File: config.mk
export PLATFORM = sky130hd
export DESIGN_NAME = regfile_writeback_arbiter
export DESIGN_NICKNAME = d
export VERILOG_FILES = /design/src/rtl/regfile_writeback_arbiter.sv
export SDC_FILE = /design/constraint.sdc
export NUM_CORES = 1
export LEC_CHECK = 0
export BUFFER_PORTS_ARGS = -buffer_cell sky130_fd_sc_hd__buf_4
export CAP_MARGIN = 40
export CORE_MARGIN = 8
export CORE_UTILIZATION = 52
export DETAILED_ROUTE_END_ITERATION = 10
export GPL_TIMING_DRIVEN = 0
export MAX_ROUTING_LAYER = met4
export PLACE_DENSITY = 0.77
export SLEW_MARGIN = 25
export SYNTH_ARGS = -nofsm -noshare
export SYNTH_HDL_FRONTEND = slang
export SYNTH_SLANG_ARGS = --single-unit
File: constraint.sdc
create_clock -name clk -period 2.4 [get_ports clk]
set_clock_uncertainty 0.1 [all_clocks]
set_input_delay 0.48 -clock clk [delete_from_list [all_inputs] [get_ports clk]]
set_output_delay 0.48 -clock clk [all_outputs]
set_load 0.05 [all_outputs]
File: src/rtl/regfile_writeback_arbiter.sv
// Register-file write-port arbiter: merges ALU results and FIFO-buffered load results.
// Optional WB_BYPASS_EN adds same-cycle forwarding outputs for the decode stage.
module regfile_writeback_arbiter #(
  parameter int ADDR_SIZE  = 4,
  parameter int DATA_W     = 16,
  parameter int LD_DEPTH   = 2,
  parameter int STARVE_MAX = 3
) (
  input  logic                 clk,
  input  logic                 rst,
  input  logic                 alu_valid,
  output logic                 alu_ready,
  input  logic [ADDR_SIZE-1:0] alu_addr,
  input  logic [DATA_W-1:0]    alu_data,
  input  logic                 ld_valid,
  output logic                 ld_ready,
  input  logic [ADDR_SIZE-1:0] ld_addr,
  input  logic [DATA_W-1:0]    ld_data,
  output logic                 w_en,
  output logic [ADDR_SIZE-1:0] addr_c,
  output logic [DATA_W-1:0]    data_c,
  output logic                 busy
`ifdef WB_BYPASS_EN
  ,
  input  logic [ADDR_SIZE-1:0] byp_addr_a,
  input  logic [ADDR_SIZE-1:0] byp_addr_b,
  output logic                 byp_hit_a,
  output logic                 byp_hit_b,
  output logic [DATA_W-1:0]    byp_data
`endif
);

  localparam int PW = (LD_DEPTH > 1) ? $clog2(LD_DEPTH) : 1;
  localparam int CW = $clog2(LD_DEPTH) + 1;
  localparam int SW = (STARVE_MAX > 0) ? $clog2(STARVE_MAX + 1) : 1;

  logic [ADDR_SIZE-1:0] fifo_addr [LD_DEPTH];
  logic [DATA_W-1:0]    fifo_data [LD_DEPTH];
  logic [PW-1:0]        wr_ptr, rd_ptr;
  logic [CW-1:0]        count;
  logic [SW-1:0]        starve_cnt;

  logic ld_pending, force_ld, grant_ld, grant_alu, push;

  always_comb begin
    ld_pending = (count != '0);
    force_ld   = ld_pending && (starve_cnt == SW'(STARVE_MAX));
    grant_ld   = ld_pending && (force_ld || !alu_valid);
    grant_alu  = alu_valid && !force_ld;
    alu_ready  = !force_ld;
    ld_ready   = (count != CW'(LD_DEPTH));
    push       = ld_valid && ld_ready;
    busy       = ld_pending || w_en;
  end

  // Storage is not reset; the pointers and count alone define validity.
  always_ff @(posedge clk) begin
    if (push) begin
      fifo_addr[wr_ptr] <= ld_addr;
      fifo_data[wr_ptr] <= ld_data;
    end
  end

  always_ff @(posedge clk or negedge rst) begin
    if (!rst) begin
      wr_ptr     <= '0;
      rd_ptr     <= '0;
      count      <= '0;
      starve_cnt <= '0;
      w_en       <= 1'b0;
      addr_c     <= '0;
      data_c     <= '0;
    end else begin
      if (push)     wr_ptr <= wr_ptr + PW'(1);
      if (grant_ld) rd_ptr <= rd_ptr + PW'(1);
      case ({push, grant_ld})
        2'b10:   count <= count + CW'(1);
        2'b01:   count <= count - CW'(1);
        default: count <= count;
      endcase

      // Starvation is counted only against a load already waiting this cycle.
      if (grant_ld || !ld_pending)
        starve_cnt <= '0;
      else if (grant_alu && starve_cnt != SW'(STARVE_MAX))
        starve_cnt <= starve_cnt + SW'(1);

      if (grant_alu) begin
        w_en   <= 1'b1;
        addr_c <= alu_addr;
        data_c <= alu_data;
      end else if (grant_ld) begin
        w_en   <= 1'b1;
        addr_c <= fifo_addr[rd_ptr];
        data_c <= fifo_data[rd_ptr];
      end else begin
        w_en   <= 1'b0;
      end
    end
  end

`ifdef WB_BYPASS_EN
  always_comb begin
    byp_hit_a = w_en && (addr_c == byp_addr_a);
    byp_hit_b = w_en && (addr_c == byp_addr_b);
    byp_data  = data_c;
  end
`endif

endmodule

* After elaboration in Yosys (flattened, before gate mapping)
Memories as Yosys holds them, arrays and structs flattened. Cells that the tools add are included.
Storage, ports and cells: register bits after elaboration 27, bits in writable memories 40, bits of input ports 44, logic and storage cells 45, memories kept 2
Memory list:
- fifo_data | depth 2, bits a word 16, rd ports 1, clocked after memory_dff 0, wr ports 1, line 38 | logic [DATA_W-1:0] fifo_data [LD_DEPTH];
- fifo_addr | depth 2, bits a word 4, rd ports 1, clocked after memory_dff 0, wr ports 1, line 37 | logic [ADDR_SIZE-1:0] fifo_addr [LD_DEPTH];
Operators by class: add/sub/neg operators 5, equal/unequal tests 5, muxes and demuxes 11, reductions and logical operators 15
Operator list (count):
- 2-to-1 mux 16 bit | 2
- 2-to-1 mux 4 bit | 2
- nonzero test 2 bit | 4
- logical AND 1 bit | 5
- adder 2 x 1 -> 2 bit, second input constant | 2
- equality test 2 bit, second input constant | 2
- 2-to-1 mux 1 bit | 4
- 2-to-1 mux 2 bit | 2
- != test 2 bit, second input constant | 2
- case mux 2 bit (2 select lines) | 1
- zero test 1 bit | 3
- logical OR 1 bit | 3
- adder 1 bit, second input constant | 2
- equality test 2 x 1 -> 1 bit, second input constant | 1
- subtractor 2 x 1 -> 2 bit, second input constant | 1

* Logic depth before layout (Yosys ltp)
depth in word-level cells 7, gate-level depth with buffers 8, gate-level depth less buffers 7

* Least setup slack after synthesis
No wires, ideal clock.
path kind flip-flop to flip-flop, start point reg count[0], end point mem fifo_addr[0][0], enable pin, arrival 2.050 ns, required time 1.903 ns, setup slack -0.147 ns, cell stages (with the launch flop) 5, clock period less this slack 2.547 ns, path through dfrtp_1 > buf_2 > nand2b_1 > nand2_1 > nor2_1
On the way: word-level cells in the longest chain between the ends 4
RTL lines:
- start: declaration | line 40 | logic [CW-1:0] count;
- start signal: assignment | line 77 | 2'b10: count <= count + CW'(1);
- start signal: assignment | line 78 | 2'b01: count <= count - CW'(1);
- start signal: assignment | line 79 | default: count <= count;
- != test 2 bit | line 51 | ld_ready = (count != CW'(LD_DEPTH));
- via ld_ready | line 16 | output logic ld_ready,
- logical AND 1 bit | line 52 | push = ld_valid && ld_ready;
- 2-to-1 mux 1 bit | line 58 | if (push) begin
- 2-to-1 mux 1 bit (not written as such) | line 59 | fifo_addr[wr_ptr] <= ld_addr;
- end: declaration | line 37
The timed path passes the listed nets, and every way through them passes these cells.

* Worst setup path in the final report
start point reg count[0], end point out alu_ready
On the way: word-level cells in the longest chain between the ends 3
RTL lines:
- nonzero test 2 bit | line 46 | ld_pending = (count != '0);
- logical AND 1 bit | line 47 | force_ld = ld_pending && (starve_cnt == SW'(STARVE_MAX));
- zero test 1 bit | line 50 | alu_ready = !force_ld;
- end: declaration | line 12 | output logic alu_ready,
No other way between the ends.

==> metrics.md <==
| Metric | Value |
|---|---|
| R2R depth | 5 |
| Max Fanout on Critical Path | 10 |
| Min-delay src | ld_data[0] |
| Synth Area in Compound Gates | under 10% |
| Die Ht | approximately 87 µm |
| VDD IR-drop max | 0.6068 mV |
| Status | finished, final reports clean |
| Post-route cell area | between 0.003 and 0.004 mm² |
| P_int | about 2600 µW |
| Clock transition at path regs | 0.07 ns |
| Max Cap Viol | 0 |
| CP arrival | roughly 1.6 ns |
| Die width | between 80 and 90 µm |
| Number of I/O port buffers | 67 |
| Initial antenna violation count | 0 |
| Layout area overhead | 30.38% |
| Fillers | roughly 360 |
| Logic pwr share | approximately two fifths |
| Clock Latency Late Sink | about 0.33 ns |
| Initial core utilization | about 53% |
| FF-to-FF setup slack | 0.55 ns |
| Seq/Total Area, Yosys | between 70 and 80% |
| Cell Rows | 26 |
| Post-route minimum period | 2.132 ns |
| F_max | 469.0 MHz |
| First DRT Iteration DRCs | 113 |
| # DRC | 0 |
| Wire per inst | approximately 16 µm |
| Synth Instances | roughly 180 |
| First-pass GRT wire length | 8652 µm |
| CP endpoint kind | output pin |
| Cell Area, Synth | between 0.002 and 0.003 mm² |
| Gr ovfl total | 0 |
| Period utilization | about nine tenths |
| Worst min-delay path category | input pin to flip-flop |
| Vias in the first global route | between 1,500 and 2,000 |
| Overall global routing resource usage | ~16% |
| Root Buffer | clkbuf_8 |
| # diodes | 0 |
| Clock share of power | 18.3% |
| Area share of fa/ha/maj cells after synthesis | less than 1% |
| RSZ-0062 raised after global routing | no |
| Crit start category | flip-flop |
| CTS buffer count | 9 |
| Full die area | about 0.0076 mm² |
| NetSw | ~1700 µW |
| Detail Route Antenna Nets | 0 |
| Via density | ~5 |
| WHS Endpoint | fifo_data[1][0]$_DFFE_PP_ |
| Hold Crit Depth | 1 |
| Bufs on Longest Clock Path | 2 |
| Slew @ Worst Pin | about 0.5 ns |
| Hold violation count in the final report | 0 |
| Pre-CTS worst setup slack | 0.5188 ns |
| Largest net degree at the start of global routing | 28 |
| Total Nets Final | ~300 |
| Number of detailed-route iterations in the first pass | 4 |
| Synth unique cells | 24 |
| Synth Register Bits | 67 |
| Worst Path Class, Setup | flip-flop to output pin |
| Placed wire-length estimate | between 3000 and 4000 µm |
| Critical path required time | 1.82 ns |
| GPL Wtd Cong | a little under 0.8 |
| Largest family of logic cells by synthesized area | simple AND/OR/NAND/NOR gates |
| Seq pwr share | 41.0% |
| Synth Net Count | roughly 230 |
| Tot Pwr | 4261 µW |
| Simple-gate share of the synthesized area | under 10% |
| Final WS setup | around 0.27 ns |
| Placed Area | about 0.0032 mm² |
| Pwr per Cell Area | between 1000 and 1500 mW/mm² |
| CTS tree | done |
| Final setup viols | 0 |
| Vias | around 1,700 |
| Setup TNS | 0 ns |
| Num Clock Sinks | 67 |
| Rel. slew slack | roughly two thirds |
| Core ar. | 0.004977 mm² |
| Routed wire length | ~5500 µm |
| Xor and xnor area share after synthesis | about 1.7% |
| Syn_area_per_cell | between 10 and 15 µm² |
| Leakage | around 0.0014 µW |
| Critical R2R Launch | count[0]$_DFFE_PN0P_ |
| Yosys warning count | 0 |
| Terminus of the critical flop-to-flop path | fifo_data[0][10]$_DFFE_PP_ |
| Mux contribution to synthesized area | 7.630% |
| I/O pins | 68 |
| Storage element area | 0.001877 mm² |
| Layout cell share with drive strength beyond 1 | 36.57% |
| Multi-input gate area | slightly below 700 µm² |
| Net Sw Frac | between 30% and 40% |
| Slew Limit Fails | 0 |
| H-tree depth | 3 |
cell usage in the layout, fill, tap and decap left out, drive strengths merged, types with 4 or more instances in the layout:
cell and instances:
nand2 22, edfxtp 40, dfrtp 27, clkbuf 16, buf 78, o211ai 20, mux2i 20, nand3 20
xnor2 4
kinds of logic (layout without fill, tap and decap cells):
kind of cell             after synthesis  in the layout
AO/OA/AOI/OAI                         22             22
AND/OR/NAND/NOR                       51             51
flip-flops                            67             67
XOR/XNOR                               5              5
adder cells (fa/ha/maj)                2              2
multiplexers                          20             20
buffers and inverters                 15            101
state kept, by name (all words and copies together) (netlist names):
register    cells
addr_c          4
count           2
data_c         16
fifo_addr       8
fifo_data      32
rd_ptr          1
starve_cnt      2
w_en            1
wr_ptr          1
layout make-up:
class,instances,share of cell area (%)
Tap cell,70,2.560
Clock buffer,13,4.353
Buffer,12,1.756
Sequential cell,67,54.86
Multi-Input combinational cell,100,19.82
Inverter,3,0.3292
Clock inverter,3,0.4389
Timing Repair Buffer,70,15.87
worst max-delay path by stage:
stage                         start                         to  slack [ns]
3_3_place_gp   count[0]$_DFFE_PN0P_  fifo_addr[0][1]$_DFFE_PP_        0.23
2_1_floorplan  count[0]$_DFFE_PN0P_  fifo_addr[0][0]$_DFFE_PP_        0.17
3_5_place_dp   count[0]$_DFFE_PN0P_  fifo_data[0][6]$_DFFE_PP_        0.52
5_1_grt        count[0]$_DFFE_PN0P_                  alu_ready        0.15
6_report       count[0]$_DFFE_PN0P_                  alu_ready        0.27
4_1_cts        count[0]$_DFFE_PN0P_                  alu_ready        0.23
Yosys cell counts (all sizes together):
cell / count / area (µm²)
nand3: 20 / 100.1
dfrtp: 27 / 675.7
xor2: 1 / 8.760
nor3: 2 / 15.01
o21ai: 1 / 8.760
edfxtp: 40 / 1201
clkbuf: 3 / 12.51
o22ai: 1 / 12.51
nor3b: 1 / 7.510
xnor2: 4 / 35.03
nand2: 22 / 82.58
nor2: 3 / 11.26
nand2b: 1 / 6.260
ha: 2 / 25.02
mux2i: 20 / 200.2
and3: 1 / 6.260
buf: 9 / 47.55
inv: 3 / 11.26
o211ai: 20 / 150.1
or3: 1 / 6.260
through the flow:
stage | hold slack, ns | util (%) | instances
floorplan | 0.08441 | - | 182
global placement | 0.3148 | 64.63 | 319
detailed placement | 0.3207 | 65.23 | 321
CTS | 0.2142 | 68.73 | 338
global route | 0.2113 | 68.73 | 338
finish | 0.2322 | 68.73 | 338
per-layer routing:
| layer | GRT usage, % | share of wire (%) |
|---|---|---|
| met5 | - | 0 |
| met4 | 10.17 | 2.8 |
| met3 | 4.057 | 3.6 |
| met2 | 26.65 | 53 |
| met1 | 16.69 | 40 |
worst max-delay path: stages, from the launching register on:
cell and delay, ns:
dfrtp_1 0.36, buf_2 0.17, o21ai_2 0.19, buf_2 0.26, buf_4 0.24
repair_timing:
action,in CTS,in global routing
endpoints found under the setup margin,0,0
gates resized for setup,0,0
hold endpoints to repair,27,0
buffers inserted,0,0
hold buffers,1,0
power groups by stage:
stage          logic, µW  clock network [µW]  registers (µW)
5_1_grt             1860                 849            1780
4_1_cts             1760                 803            1740
3_3_place_gp        1700                   0            1760
2_1_floorplan        704                   0            2250
3_5_place_dp        1760                   0            1770
6_report            1730                 782            1750
No activity file was read; power rests on OpenSTA's default activity.
